===== config.mk =====
export PLATFORM = sky130hd
export DESIGN_NAME = kd_tree_host
export DESIGN_NICKNAME = d
export VERILOG_FILES = /design/src/rtl/kd_tree_pkg.sv /design/src/rtl/center_buffer.sv /design/src/rtl/kd_tree_host.sv
export SDC_FILE = /design/constraint.sdc
export NUM_CORES = 1
export LEC_CHECK = 0
export BUFFER_PORTS_ARGS = -buffer_cell sky130_fd_sc_hd__buf_4
export CORE_ASPECT_RATIO = 1.1
export CORE_MARGIN = 8
export CORE_UTILIZATION = 60
export DETAILED_ROUTE_END_ITERATION = 8
export PLACE_DENSITY = 0.79
export SLEW_MARGIN = 10
export SYNTH_ARGS = -nofsm -noshare
export SYNTH_HDL_FRONTEND = slang
export SYNTH_HIERARCHICAL = 1
export SYNTH_SLANG_ARGS = --single-unit
export TNS_END_PERCENT = 30

===== constraint.sdc =====
create_clock -name clk -period 4.88 [get_ports clk]
set_clock_uncertainty 0.1 [all_clocks]
set_input_delay 0 -clock clk [delete_from_list [all_inputs] [get_ports clk]]
set_output_delay 0 -clock clk [all_outputs]
set_load 0.02 [all_outputs]

===== src/rtl/kd_tree_pkg.sv =====
// Shared kd-tree definitions: root command codes, word widths, host states.
// Imported by the host and by the tree nodes.
package kd_tree_pkg;

  localparam int KD_DATA_W = 24;
  localparam int KD_CMD_W  = 5;

  localparam logic [4:0] CMD_NOP         = 5'h00;
  localparam logic [4:0] CMD_CENTER_FILL = 5'h01;
  localparam logic [4:0] CMD_AXIS        = 5'h02;
  localparam logic [4:0] CMD_FILL_DONE   = 5'h05;
  localparam logic [4:0] CMD_AXIS_DONE   = 5'h07;
  localparam logic [4:0] CMD_START_SORT  = 5'h09;
  localparam logic [4:0] CMD_READY_SORT  = 5'h0a;
  localparam logic [4:0] CMD_VALID_SORT  = 5'h0f;
  localparam logic [4:0] CMD_RST_DONE    = 5'h1e;
  localparam logic [4:0] CMD_RST         = 5'h1f;

  typedef enum logic [2:0] {
    S_IDLE,
    S_RST,
    S_FILL,
    S_AXIS,
    S_SORT_GO,
    S_SORT_WAIT,
    S_DONE,
    S_ERR
  } host_state_t;

  function automatic logic is_waiting(host_state_t s);
    return (s == S_RST) || (s == S_FILL) || (s == S_AXIS) ||
           (s == S_SORT_GO) || (s == S_SORT_WAIT);
  endfunction

endpackage


===== src/rtl/center_buffer.sv =====
// Center register file: append-only write port with occupancy count,
// combinational read at an external pointer.
module center_buffer #(
  parameter int DEPTH  = 16,
  parameter int DATA_W = 24
) (
  input  logic                       clk,
  input  logic                       rst,
  input  logic                       write,
  input  logic [DATA_W-1:0]          data,
  input  logic                       clear,
  input  logic [$clog2(DEPTH)-1:0]   rd_ptr,
  output logic [DATA_W-1:0]          rd_data,
  output logic [$clog2(DEPTH):0]     count,
  output logic                       full
);

  localparam int AW = $clog2(DEPTH);

  logic [DATA_W-1:0] mem [DEPTH];
  logic              push;

  // DEPTH is a power of two, so the count MSB alone marks full
  assign full    = count[AW];
  assign push    = write && !full;
  assign rd_data = mem[rd_ptr];

  always_ff @(posedge clk) begin
    if (push) mem[count[AW-1:0]] <= data;
  end

  always_ff @(posedge clk or posedge rst) begin
    if (rst) begin
      count <= '0;
    end else if (clear) begin
      count <= '0;
    end else if (push) begin
      count <= count + (AW+1)'(1);
    end
  end

endmodule


===== src/rtl/kd_tree_host.sv =====
// Root command initiator: buffers centers, then walks the root node through
// reset, fill, axis setup and sort, and captures the settled root center.
module kd_tree_host
  import kd_tree_pkg::*;
#(
  parameter int MAX_CENTERS = 16,
  parameter int DATA_W      = KD_DATA_W,
  parameter int CMD_W       = KD_CMD_W,
  parameter int TIMEOUT     = 4096
) (
  input  logic                          clk,
  input  logic                          rst,
  input  logic                          load_valid,
  input  logic [DATA_W-1:0]             load_data,
  output logic                          load_ready,
  input  logic                          start,
  input  logic [1:0]                    axis_in,
  output logic [CMD_W-1:0]              command_to_root,
  output logic [DATA_W-1:0]             data_to_root,
  input  logic [CMD_W-1:0]              command_from_root,
  input  logic [DATA_W-1:0]             data_from_root,
  output logic                          busy,
  output logic                          done,
  output logic                          error,
  output logic [DATA_W-1:0]             result_center,
  output logic [$clog2(MAX_CENTERS):0]  count
);

  localparam int AW = $clog2(MAX_CENTERS);
  localparam int WW = $clog2(TIMEOUT);

  host_state_t       state, next;
  logic [WW-1:0]     wd;
  logic [AW-1:0]     rd_ptr;
  logic [AW-1:0]     last;
  logic [1:0]        axis_q;
  logic [DATA_W-1:0] rd_data;
  logic              wr, clr, full, empty_go, wd_hit;

  assign wr       = load_valid && load_ready;
  assign clr      = (state == S_DONE) || (state == S_ERR);
  // a load in the same cycle as start still counts toward this run
  assign empty_go = (count == '0) && !wr;
  assign wd_hit   = wd == WW'(TIMEOUT - 1);
  assign last     = AW'(count - (AW+1)'(1));

  center_buffer #(
    .DEPTH  (MAX_CENTERS),
    .DATA_W (DATA_W)
  ) u_buf (
    .clk     (clk),
    .rst     (rst),
    .write   (wr),
    .data    (load_data),
    .clear   (clr),
    .rd_ptr  (rd_ptr),
    .rd_data (rd_data),
    .count   (count),
    .full    (full)
  );

  always_comb begin
    next = state;
    unique case (state)
      S_IDLE:
        if (start) next = empty_go ? S_ERR : S_RST;
      S_RST:
        if (command_from_root == CMD_W'(CMD_RST_DONE)) next = S_FILL;
        else if (wd_hit) next = S_ERR;
      S_FILL:
        if (command_from_root == CMD_W'(CMD_FILL_DONE)) next = S_AXIS;
        else if (wd_hit) next = S_ERR;
      S_AXIS:
        if (command_from_root == CMD_W'(CMD_AXIS_DONE)) next = S_SORT_GO;
        else if (wd_hit) next = S_ERR;
      S_SORT_GO:
        if (command_from_root == CMD_W'(CMD_READY_SORT)) next = S_SORT_WAIT;
        else if (wd_hit) next = S_ERR;
      S_SORT_WAIT:
        if (command_from_root == CMD_W'(CMD_VALID_SORT)) next = S_DONE;
        else if (wd_hit) next = S_ERR;
      S_DONE, S_ERR:
        next = S_IDLE;
      default:
        next = S_IDLE;
    endcase
  end

  always_comb begin
    command_to_root = CMD_W'(CMD_NOP);
    data_to_root    = '0;
    unique case (state)
      S_RST: command_to_root = CMD_W'(CMD_RST);
      S_FILL: begin
        command_to_root = CMD_W'(CMD_CENTER_FILL);
        data_to_root    = rd_data;
      end
      S_AXIS: begin
        command_to_root = CMD_W'(CMD_AXIS);
        data_to_root    = DATA_W'(axis_q);
      end
      S_SORT_GO: begin
        command_to_root = CMD_W'(CMD_START_SORT);
        data_to_root    = DATA_W'(axis_q);
      end
      default: ;
    endcase
  end

  assign load_ready = (state == S_IDLE) && !full;
  assign busy       = (state != S_IDLE) && (state != S_ERR);
  assign done       = state == S_DONE;

  always_ff @(posedge clk or posedge rst) begin
    if (rst) begin
      state         <= S_IDLE;
      wd            <= '0;
      rd_ptr        <= '0;
      axis_q        <= '0;
      error         <= 1'b0;
      result_center <= '0;
    end else begin
      state <= next;
      if (next != state || !is_waiting(state)) wd <= '0;
      else wd <= wd + WW'(1);
      // last center is re-presented until the root reports fill done
      if (state != S_FILL) rd_ptr <= '0;
      else if (rd_ptr != last) rd_ptr <= rd_ptr + AW'(1);
      if (state == S_IDLE && start) axis_q <= axis_in;
      if (next == S_ERR) error <= 1'b1;
      else if (state == S_IDLE && start) error <= 1'b0;
      if (state == S_SORT_WAIT &&
          command_from_root == CMD_W'(CMD_VALID_SORT))
        result_center <= data_from_root;
    end
  end

endmodule

Word level (Yosys, flattened, before mapping)
Memory sizes are Yosys's and may differ from the RTL's. Index checks and enable logic that the tools add are counted.

Flip-flop bits (word level): 51. Memory bits (writable): 384. Input bits: 59. Output and inout bits: 62. Word-level logic and storage cells: 74. Memories: 1.

$add $sub $neg: 4. Eq/ne operators: 18. Multiplexer cells: 20. Reduce and logical (&&, ||, !) cells: 24.

Memory list: u_buf.mem (words 16, width 24, read ports 1, clocked after Yosys merged registers in 0, wr ports 1, RTL line center_buffer.sv:20) `logic [DATA_W-1:0] mem [DEPTH];`.

Operators by type and width (number): 24-bit case mux with 2 select lines (1); 3-bit 2-to-1 mux (8); 3-bit case mux with 7 select lines (1); 5-bit case mux with 4 select lines (1); 3-bit equality test, second input constant (5); 12-bit by 1-bit adder with 12-bit output, second input constant (1); 12-bit equality test, second input constant (1); 12-bit 2-to-1 mux (1); 5-bit by 3-bit equality test with 1-bit output, second input constant (2); 5-bit by 4-bit equality test with 1-bit output, second input constant (2); 5-bit 2-to-1 mux (2); 4-bit 2-to-1 mux (2); 1-bit logical AND (7); 3-bit by 2-bit equality test with 1-bit output, second input constant (2); 1-bit logical OR (6); 2-bit nonzero test (3); 5-bit by 1-bit adder with 5-bit output, second input constant (1); 5-bit equality test, second input constant (1); 5-bit logical NOT (1); 4-bit by 1-bit adder with 4-bit output, second input constant (1); 1-bit 2-to-1 mux (4); 4-bit != test (1); 2-bit OR reduction (2); 4-bit by 1-bit subtractor with 4-bit output, second input constant (1); 7 further kinds (9).

Depth between registers and ports, before layout
Gate-level depths: netlist of the first run.

Depth in word-level cells: 11. Mapped depth: 9. Gate-level depth less buffers: 7.

By module
The synthesis of the first run kept the hierarchy.

By module, submodules not included: center_buffer (instances 1, cells each 642, area each 14722.9 µm², sequential area each 11656.2 µm²); kd_tree_host (instances 1, cells each 244, area each 2710.1 µm², sequential area each 1151.1 µm²).

Worst setup path after synthesis of the first run
OpenSTA, ideal clock, no wires.

Kind: reg-to-reg. Start: register state[0]. End: memory u_buf.mem[0][0], enable pin. Library setup time: 0.435 ns. Arrival: 3.376 ns. Required time: 4.345 ns. Setup slack: 0.969 ns. Stages on the path, launching flop included: 10. Buffers on the path: 2. Period minus slack after synthesis: 3.911 ns. Cell sequence: dfrtp_1 > buf_6 > buf_6 > nor2_4 > nand2_1 > nor2_1 > and2_1 > nor2b_1 > nand2_1 > nor3_1.

Cells in the longest elaborated chain, start to end: 6.

Ends and longest elaborated chain: from (decl) (RTL line kd_tree_host.sv:32) `host_state_t state, next;`; from (signal assigned) (RTL line kd_tree_host.sv:123) `state <= next;`; 3-bit logical NOT (RTL line kd_tree_host.sv:110) `assign load_ready = (state == S_IDLE) && !full;`; 1-bit logical AND (RTL line kd_tree_host.sv:110); net load_ready (RTL line kd_tree_host.sv:15) `output logic load_ready,`; 1-bit logical AND (RTL line kd_tree_host.sv:40) `assign wr = load_valid && load_ready;`; net wr (RTL line kd_tree_host.sv:38) `logic wr, clr, full, empty_go, wd_hit;`; 1-bit logical AND (RTL line center_buffer.sv:25) `assign push = write && !full;`; 1-bit 2-to-1 mux (RTL line center_buffer.sv:29) `if (push) mem[count[AW-1:0]] <= data;`; 1-bit 2-to-1 mux (not written as such) (RTL line center_buffer.sv:29); to (decl) (RTL line center_buffer.sv:20).

The timed path passes the listed nets, and every way through them passes these cells.

Worst setup path in the final report of the first run
Start: register state[0]. End: register error.

Elaborated cells between the ends (all ways): 26. Those cells by class: eq/ne (8); mux (10); reduce/logical (8).

RTL lines: 3-bit equality test / 3-bit 2-to-1 mux (equally long branches); 2-bit OR reduction (tied with other cells) (RTL line kd_tree_host.sv:64) `unique case (state)`; 3-bit case mux with 7 select lines (*) (RTL line kd_tree_host.sv:64); net next[0] (RTL line kd_tree_host.sv:32); 3-bit equality test (*) (RTL line kd_tree_host.sv:130) `if (next == S_ERR) error <= 1'b1;`; 1-bit 2-to-1 mux / 2-bit nonzero test (equally long branches); to (signal assigned) (RTL line kd_tree_host.sv:120) `error <= 1'b0;`; to (signal assigned) (RTL line kd_tree_host.sv:130); to (signal assigned) (RTL line kd_tree_host.sv:131) `else if (state == S_IDLE && start) error <= 1'b0;`; to (decl) (RTL line kd_tree_host.sv:24) `output logic error,`.

The timed path passes the listed nets; every way through them passes the cells marked *. A chain may end at the register's enable or synchronous reset.

==> flow_metrics.tcl, run 1 <==
set metrics [dict create \
    run_status "completed" \
    hold_path_depth 5 \
    num_vias 9415 \
    yosys.area.top_type "edfxtp_1" \
    n_fill_cell 1624 \
    cellLeakagePower_nw 7.15 \
    slew_headroom 0.226 \
    min_period_ns 3.45 \
    synth-edff-count 384 \
    ff2ff_path_depth 8 \
    average_cell_area_after_synthesis_um2 19.7 \
    final-hold-violation-count 0 \
    cell_area_after_technology_mapping_mm2 0.0174 \
    synth_flop_cell "edfxtp_1" \
    sum_of_net_half_perimeters_after_detailed_placement_um 21500 \
    final.hold.worst_slack_ns 0.0945 \
    detail_route.iter0.violations 1051 \
    clockRootBuffer "clkbuf_16" \
    final_max_slew_viol_count 0 \
    post_route_cells_drive_above_1_share 0.341 \
    detail_route.drc_violations 0 \
    routed_wire_length_per_instance_um 26.2 \
    postSynthNetCount 952 \
    syn_to_final_growth_pct 18.8 \
    swShare 0.285 \
    vdd.ir_drop.worst_mv 0.411 \
    cts-resized-gates 0 \
    worst_slew_pin_slew_ns 1.16 \
    dp_slack_ns 1.66 \
    crit-reg2reg-launch "state[0]$_DFF_PP0_" \
    origin_of_the_worst_setup_path "state[0]$_DFF_PP0_" \
    ys.warnings.count 6 \
    via_per_inst 6.37 \
    synth.lib_cells_used.distinct 61 \
    die-width_um 179 \
    grt_antenna_before_repair 1 \
    totalWireLength_um 38700 \
    yosysMostFrequentCell "edfxtp_1" \
    placeableCoreArea_mm2 0.0286 \
    synth-seq-area-share 0.735 \
    min_period_over_period 0.707 \
    crit_path_end_kind "flip-flop" \
    die_height_um 195 \
    clk_latency_ns 0.53 \
    first_pass_iters 5 \
    hold_path.class "in -> reg" \
    hp-start "command_from_root[4]" \
    clk_pin_slew_ns 0.06 \
    first_pass_grt_wire_length_um 58700 \
    synthesized_instance_count 886 \
    internal_power_mw 7.20 \
    required_ns 5.20 \
    ports 121 \
    start_util 0.609 \
    share_seq_of_total_power 0.443 \
    grt.overflow.total 0 \
    cts-buffers-inserted 40 \
    tritoncts "built" \
    setup_repair_after_global_routing_missed_its_margin "false" \
    type_of_the_worst_setup_path "reg -> reg" \
    postCtsSetupRepairBufs 0 \
    power.density_cell_area_mw_per_mm2 486 \
    synthTopCellsByArea "edfxtp_1 66%, mux4_2 12%, dfrtp_1 7.3%, a22oi_1 2.1%, mux2_2 1.7%" \
    ant_nets 0 \
    finalNetCount 1143 \
    clockPowerShare 0.309 \
    first_global_vias 9857 \
    clockBufferDepth 3 \
    groute.usage.overall 0.223 \
    yosys_register_bits 435 \
    tritoncts_num_sinks 435 \
    io_buffer_count 120 \
    routabilityCongestion 0.883 \
    startpoint_class "flip-flop" \
    netlist_top_cells_count "384 x edfxtp_1, 96 x mux4_2, 51 x dfrtp_1" \
    setup_viol_count_final 0 \
    synth.top_cell.area_share 0.661 \
    ctsHoldBuffers 62 \
    layout_setup_ws_ns 1.43 \
    cts.htree.levels 2 \
    combinationalPowerShare 0.248 \
    max_clock_freq_ghz 0.290 \
    critical_path_peak_fanout 17 \
    synth-async-reset-ratio 0.117 \
    finalSetupTns_ns 0 \
    net-switching-power_mw 2.88 \
    finalPower_mw 10.1 \
    crit_arrival_ns 3.77 \
    grt_start_max_net_pins 47 \
    placement_rows 65 \
    finalCoreUtilization 0.724 \
    floorplan.die_area_mm2 0.0348 \
    maxCapViolCount 0 \
]
[state kept, by name, summed over array words and instances (netlist names)]
register	count
u_buf/mem	384
state	3
result_center	24
rd_ptr	4
error	1
wd	12
u_buf/count	5
axis_q	2
[cells by family after synthesis]
group / synth area share
adders and majority gates: 0.00502
and+or+nand+nor: 0.0528
AOI/OAI and AO/OA: 0.0365
DFF: 0.735
xor gates and xnor gates: 0.00983
muxes: 0.141
buffers and inverters: 0.0197
[area by class of cell]
type                            instances  area, um^2  share of cell area
Sequential cell                       435       12800               0.619
Multi-Input combinational cell        391        4400               0.212
Timing Repair Buffer                  201        1690              0.0815
Clock buffer                           49        1090              0.0527
Tap cell                              368         460              0.0222
Clock inverter                         25         229              0.0111
Inverter                                8        30.0             0.00145
Antenna cell                            1        2.50            0.000121
[path summary, 6_finish.rpt]
path                                                  to  slack, ns
max in group asynchronous          rd_ptr[1]$_DFFE_PP0P_       3.80
min in group asynchronous                wd[8]$_DFF_PP0_       0.17
max                                    error$_DFFE_PP0P_       1.43
min                                   state[2]$_DFF_PP0_       0.09
min reg2reg                result_center[10]$_DFFE_PP0P_       0.41
max reg2reg                            error$_DFFE_PP0P_       1.43
[power groups by stage]
stage                     clock network [mW]  logic [mW]  registers (mW)
final                                   3.12        2.50            4.46
after global routing                    3.30        2.66            4.49
after CTS                               3.17        2.51            4.46
after detailed placement                   0        2.42            4.53
after global placement                     0        2.38            4.52
after floorplan                            0        1.80            4.43
[metal layers]
| layer | share of wire | vias up | global-route usage |
|---|---|---|---|
| met3 | 0.092 | 65 | 0.0399 |
| met5 | 0 | - | 0 |
| li1 | - | 4007 | - |
| met4 | 0.022 | 0 | 0.0610 |
| met1 | 0.38 | 4843 | 0.297 |
| met2 | 0.50 | 500 | 0.373 |
[critical path, stage by stage, from the launching register on]
cell           delay, ns
dfrtp_1             0.71
nor4_2              0.14
nand3_1             0.12
dlygate4sd3_1       0.55
a2bb2oi_1           0.24
dlygate4sd3_1       0.59
nand2_1             0.07
a32o_1              0.26
dlygate4sd3_1       0.55
[cells in the final DEF (no fill, tap or decap), drive strengths merged, types with 3 or more instances in the layout]
cell	n
nor3	9
nor2	30
a31oi	4
xor2	10
edfxtp	384
a21oi	5
and3	24
a31o	3
o21ai	7
xnor2	7
buf	139
mux4	96
clkbuf	49
dfrtp	51
clkinv	14
mux2	26
nand4	4
bufinv	3
nor4	12
a22oi	48
nand2	42
ha	7
and2	4
nand2b	7
nor2b	7
dlygate4sd3	62
nand3b	3
inv	12
nand3	7
clkinvlp	4
[through the flow]
step	instance area, um^2	cells
floorplan	17400	886
global placement	18800	1341
detailed placement	18800	1341
CTS	20700	1477
global route	20700	1478
finish	20700	1478
(Power assumes the default switching activity.)
==> inputs of run 2 (changes only) <==
Settings changed: CORE_UTILIZATION 60 to 54, PLACE_DENSITY 0.79 to 0.75.
Clock period 4.88 ns to 3 ns, I/O delays scaled along.
==> run 2 against run 1 <==
  * Sequential power is 59% higher
  * First-iteration DRC count is 25% lower
  * Largest power group unchanged
  * Utilization is 6.4 points lower
  * Critical path depth is 2 lower
  * Largest cell class unchanged
  * Critical endpoint is now data_to_root[9]
  * Via count is 0.39% higher
  * Clock-buffer cell count stayed put
  * Sequential cell count stayed put
  * Power is 64% higher
  * Die area is 10% higher
  * Cell count is 5.8% higher
==> flow_metrics.tcl, run 2 (synthesis gave the netlist of run 1 again) <==
set metrics [dict create \
    finalNetCount 1173 \
    routabilityCongestion 0.837 \
    groute.usage.overall 0.205 \
    min_period_ns 2.86 \
    startpoint_class "flip-flop" \
    crit-reg2reg-launch "state[0]$_DFF_PP0_" \
    first_pass_grt_wire_length_um 60000 \
    post_route_cells_drive_above_1_share 0.346 \
    mostFrequentLayoutCell "edfxtp_1" \
    finalPower_mw 16.5 \
    die-width_um 187 \
    crit_path_end_kind "output pin" \
    cts-buffers-inserted 41 \
    setup_viol_count_final 0 \
    antenna_diode_count 0 \
    crit_arrival_ns 2.76 \
    placement_rows 69 \
    clk_latency_ns 0.52 \
    place_inst 1429 \
    ff2ff_path_depth 8 \
    cellLeakagePower_nw 7.30 \
    placeableCoreArea_mm2 0.0320 \
    routed_wire_length_per_instance_um 25.4 \
    grt_antenna_before_repair 0 \
    first_pass_iters 4 \
    clockRootBuffer "clkbuf_16" \
    maxCapViolCount 0 \
    critical_path_peak_fanout 39 \
    final_design_area_no_fill_mm2 0.0211 \
    die_height_um 204 \
    final_max_slew_viol_count 0 \
    min_to "state[2]$_DFF_PP0_" \
    origin_of_the_worst_setup_path "rd_ptr[1]$_DFFE_PP0P_" \
    clk_pin_slew_ns 0.06 \
    final-hold-violation-count 0 \
    hold_path.class "in -> reg" \
    grt_start_max_net_pins 66 \
    setup_repair_after_global_routing_missed_its_margin "false" \
    run_status "completed" \
    first_global_vias 9763 \
    num_vias 9452 \
    start_util 0.544 \
    tritoncts "built" \
    finalNonFillerCells 1564 \
    hp-start "command_from_root[4]" \
    via_per_inst 6.04 \
    tritoncts_num_sinks 435 \
    ant_nets 0 \
    clockBufferDepth 3 \
    slew_headroom 0.372 \
    crit-reg2reg-capture "error$_DFFE_PP0P_" \
    reg2reg_slack_ns 0.23 \
    syn_to_final_growth_pct 21.2 \
    type_of_the_worst_setup_path "reg -> out" \
    ports 121 \
    totalWireLength_um 39700 \
    commonest_non_fill_non_tap_cells_in_the_layout "384 x edfxtp_1, 159 x buf_4, 96 x mux4_2" \
    largest_register_ff_count 384 \
    min_period_over_period 0.953 \
    max_clock_freq_ghz 0.350 \
    detail_route.drc_violations 0 \
    floorplan.die_area_mm2 0.0383 \
    vdd.ir_drop.worst_mv 0.534 \
    power.density_cell_area_mw_per_mm2 780 \
    detail_route.iter0.violations 789 \
    sum_of_net_half_perimeters_after_detailed_placement_um 23200 \
    dpl_cell_area_mm2 0.0192 \
    hold_path_depth 5 \
    io_buffer_count 120 \
    cts.htree.levels 2 \
    required_ns 2.90 \
    grt.overflow.total 0 \
    worst_slew_pin_slew_ns 0.940 \
]
-- run 2: how the worst max path moves through the flow --
stage | to | slack (ns) | depth (start not counted)
floorplan | u_buf/mem[12][0]$_DFFE_PP_ | -0.27 | 9
global placement | u_buf/mem[2][21]$_DFFE_PP_ | 0.44 | 8
detailed placement | u_buf/mem[2][21]$_DFFE_PP_ | 0.43 | 8
CTS | data_to_root[9] | 0.1 | 6
global route | data_to_root[14] | 0.01 | 6
finish | data_to_root[9] | 0.14 | 6
-- run 2: repair_timing --
| action | in CTS | in global routing |
|---|---|---|
| gates resized for setup | 0 | 1 |
| setup buffers | 0 | 0 |
| endpoints found under the setup margin | 0 | 1 |
| hold buffers | 61 | 0 |
| hold endpoints to repair | 468 | 0 |
-- run 2: critical path, cell delays in order (launching register included) --
cell and delay [ns]:
dfrtp_4 0.82, buf_12 0.31, mux4_2 0.34, a22oi_1 0.26, nand2_1 0.11, and3_1 0.19
buf_4 0.16
-- run 2: layer usage --
metal | global-route usage | up-vias | share of wire
li1 | - | 4068 | -
met1 | 0.268 | 4854 | 0.40
met2 | 0.350 | 458 | 0.50
met3 | 0.0418 | 72 | 0.081
met4 | 0.0533 | 0 | 0.020
met5 | 0 | - | 0
-- run 2: layout make-up --
class                      count  area [um^2]
fill                        2054        10900
clock inverter                25          221
sequential                   435        12800
tap                          426          533
inverter                       8         30.0
timing repair buffer         230         2010
multi-input combinational    391         4430
clock buffer                  49         1100
-- run 2: metrics by stage --
stage	utilization	hold slack (ns)	setup slack, ns	setup TNS (ns)
floorplan	-	-0.321	-0.270	-73.65
global placement	0.599	-0.168	0.444	0
detailed placement	0.599	-0.162	0.433	0
CTS	0.660	0.0980	0.0976	0
global route	0.660	0.137	0.0138	0
finish	0.660	0.112	0.142	0
-- run 2: power by group --
group          internal, mW  total (mW)  switching, mW
registers              6.88        7.10          0.219
logic                  2.01        4.29           2.28
clock network          2.96        5.08           2.13
total                  11.9        16.5           4.62
==> inputs of run 3 (changes only) <==
Settings changed: RECOVER_POWER set to 100.
==> run 3 against run 2 <==
  * Fmax decreased by 0.32%
  * Critical path depth stayed put
  * Routed wire length rose by 0.18%
  * Setup slack worse by 0.0093 ns
  * Critical path type unchanged
  * The flow now finishes with violations (max-capacitance violations, max-slew violations)
  * Cell count is the same
==> flow_metrics.tcl, run 3 (synthesis gave the netlist of run 1 again) <==
set metrics [dict create \
    finalNetCount 1173 \
    crit-reg2reg-launch "state[1]$_DFF_PP0_" \
    n_fill_cell 2199 \
    place_inst 1429 \
    vdd.ir_drop.worst_mv 0.534 \
    clk_latency_ns 0.52 \
    tritoncts "built" \
    slew_headroom -0.136 \
    first_global_vias 9763 \
    min_to "state[2]$_DFF_PP0_" \
    syn_to_final_growth_pct 18.3 \
    type_of_the_worst_setup_path "reg -> out" \
    final-hold-violation-count 0 \
    sum_of_net_half_perimeters_after_detailed_placement_um 23200 \
    min_period_over_period 0.956 \
    grt_start_max_net_pins 66 \
    commonest_non_fill_non_tap_cells_in_the_layout "384 x edfxtp_1, 96 x mux4_2, 68 x clkbuf_1" \
    first_pass_iters 5 \
    dpl_cell_area_mm2 0.0192 \
    die_height_um 204 \
    detail_route.iter0.violations 769 \
    crit-reg2reg-capture "u_buf/mem[15][15]$_DFFE_PP_" \
    critical-path-slowest-cell "dfrtp_4" \
    floorplan.die_area_mm2 0.0383 \
    totalWireLength_um 39800 \
    ant_nets 0 \
    finalNonFillerCells 1564 \
    routed_wire_length_per_instance_um 25.4 \
    via_per_inst 6.04 \
    cellLeakagePower_nw 7.01 \
    tritoncts_num_sinks 435 \
    cts-buffers-inserted 41 \
    worst_slew_pin_slew_ns 1.70 \
    wl_met2_um 19700 \
    first_pass_grt_wire_length_um 60000 \
    clockRootBuffer "clkbuf_16" \
    critical_path_peak_fanout 39 \
    ff2ff_path_depth 7 \
    die-width_um 187 \
    postCtsSetupRepairBufs 0 \
    num_vias 9447 \
    mostFrequentLayoutCell "edfxtp_1" \
    crit_arrival_ns 2.77 \
    clockBufferDepth 3 \
    maxCapViolCount 1 \
    run_status "finished, violations left" \
    grt_antenna_before_repair 0 \
    antenna_diode_count 0 \
    detail_route.drc_violations 0 \
    failed_checks "max-capacitance violations, max-slew violations" \
    min_period_ns 2.87 \
    cts.htree.levels 2 \
    post_route_cells_drive_above_1_share 0.277 \
    detail_route.wirelength.met1_um 15800 \
    required_ns 2.90 \
    placeableCoreArea_mm2 0.0320 \
    hold_path_depth 5 \
    grt.overflow.total 0 \
    finalCoreUtilization 0.644 \
    hp-start "command_from_root[4]" \
    final_design_area_no_fill_mm2 0.0206 \
    reg2reg_slack_ns 0.18 \
    setup_repair_after_global_routing_missed_its_margin "false" \
    groute.usage.overall 0.205 \
    max_clock_freq_ghz 0.349 \
    start_util 0.544 \
    crit_path_end_kind "output pin" \
    dr.max_layer_used "met4" \
    placement_rows 69 \
    startpoint_class "flip-flop" \
    max_stage_delay_ns 0.82 \
    clk_pin_slew_ns 0.06 \
    largest_register_ff_count 384 \
    setup_viol_count_final 0 \
    io_buffer_count 120 \
    final_max_slew_viol_count 47 \
    detailroute.wirelength.met3_um 3440 \
    ports 121 \
    cp_cell_sequence "buf_12 > mux4_2 > a22oi_1 > nand2_1 > and3_1 > clkbuf_2" \
    hold_path.class "in -> reg" \
    power.density_cell_area_mw_per_mm2 786 \
    routabilityCongestion 0.837 \
]
==> run 3: changes by cell type in the layout (fill, tap and decap cells not counted), sizes merged <==
cell / previous run / this run
clkbuf: 49 / 151
buf: 169 / 67
==> run 3: routing by layer <==
metal  GRT usage  vias up
met5           0        -
met4      0.0533        0
met3      0.0418       72
met2       0.350      466
met1       0.268     4841
li1            -     4068
==> run 3: critical path, delay by kind of cell, from the launching register on <==
kind / cells / cell delay (ns)
flip-flops: 1 / 0.82
buffers and inverters: 2 / 0.48
multiplexers: 1 / 0.34
AND/OR/NAND/NOR: 2 / 0.30
AO/OA/AOI/OAI: 1 / 0.26
==> run 3: how the worst max path moves through the flow <==
stage | start | end | slack, ns
final | rd_ptr[1]$_DFFE_PP0P_ | data_to_root[9] | 0.13
after global routing | state[0]$_DFF_PP0_ | u_buf/mem[5][12]$_DFFE_PP_ | 0.009
after CTS | rd_ptr[0]$_DFFE_PP0P_ | data_to_root[9] | 0.1
after detailed placement | state[1]$_DFF_PP0_ | u_buf/mem[2][21]$_DFFE_PP_ | 0.43
after global placement | state[1]$_DFF_PP0_ | u_buf/mem[2][21]$_DFFE_PP_ | 0.44
after floorplan | state[0]$_DFF_PP0_ | u_buf/mem[12][0]$_DFFE_PP_ | -0.27
==> run 3: report_power, final <==
part | switching (mW) | internal (mW)
logic | 2.23 | 1.81
registers | 0.201 | 6.89
clock network | 2.13 | 2.96
==> run 3: final cells by class <==
cell class | count | area, um^2 | share of cell area
flip-flops and latches | 435 | 12800 | 0.621
multi-input cells | 391 | 4300 | 0.209
repair buffers | 230 | 1630 | 0.0790
clock buffers | 49 | 1100 | 0.0533
well taps | 426 | 533 | 0.0258
clock inverters | 25 | 221 | 0.0107
inverters | 8 | 30.0 | 0.00146
==> run 3: timing repair <==
item / in CTS / in global routing
hold endpoints to repair: 468 / 0
setup endpoints to repair: 0 / 1
hold buffers: 61 / 0
gates resized for setup: 0 / 1
==> run 3: per-stage QoR <==
step           hold slack (ns)  TNS (ns)  worst slack [ns]  power (mW)
3_5_place_dp            -0.162         0             0.433        11.4
2_1_floorplan           -0.321    -73.65            -0.270        10.1
4_1_cts                 0.0980         0            0.0976        16.6
5_1_grt                  0.137         0           0.00858        16.9
6_report                 0.124         0             0.133        16.2
3_3_place_gp            -0.168         0             0.444        11.4
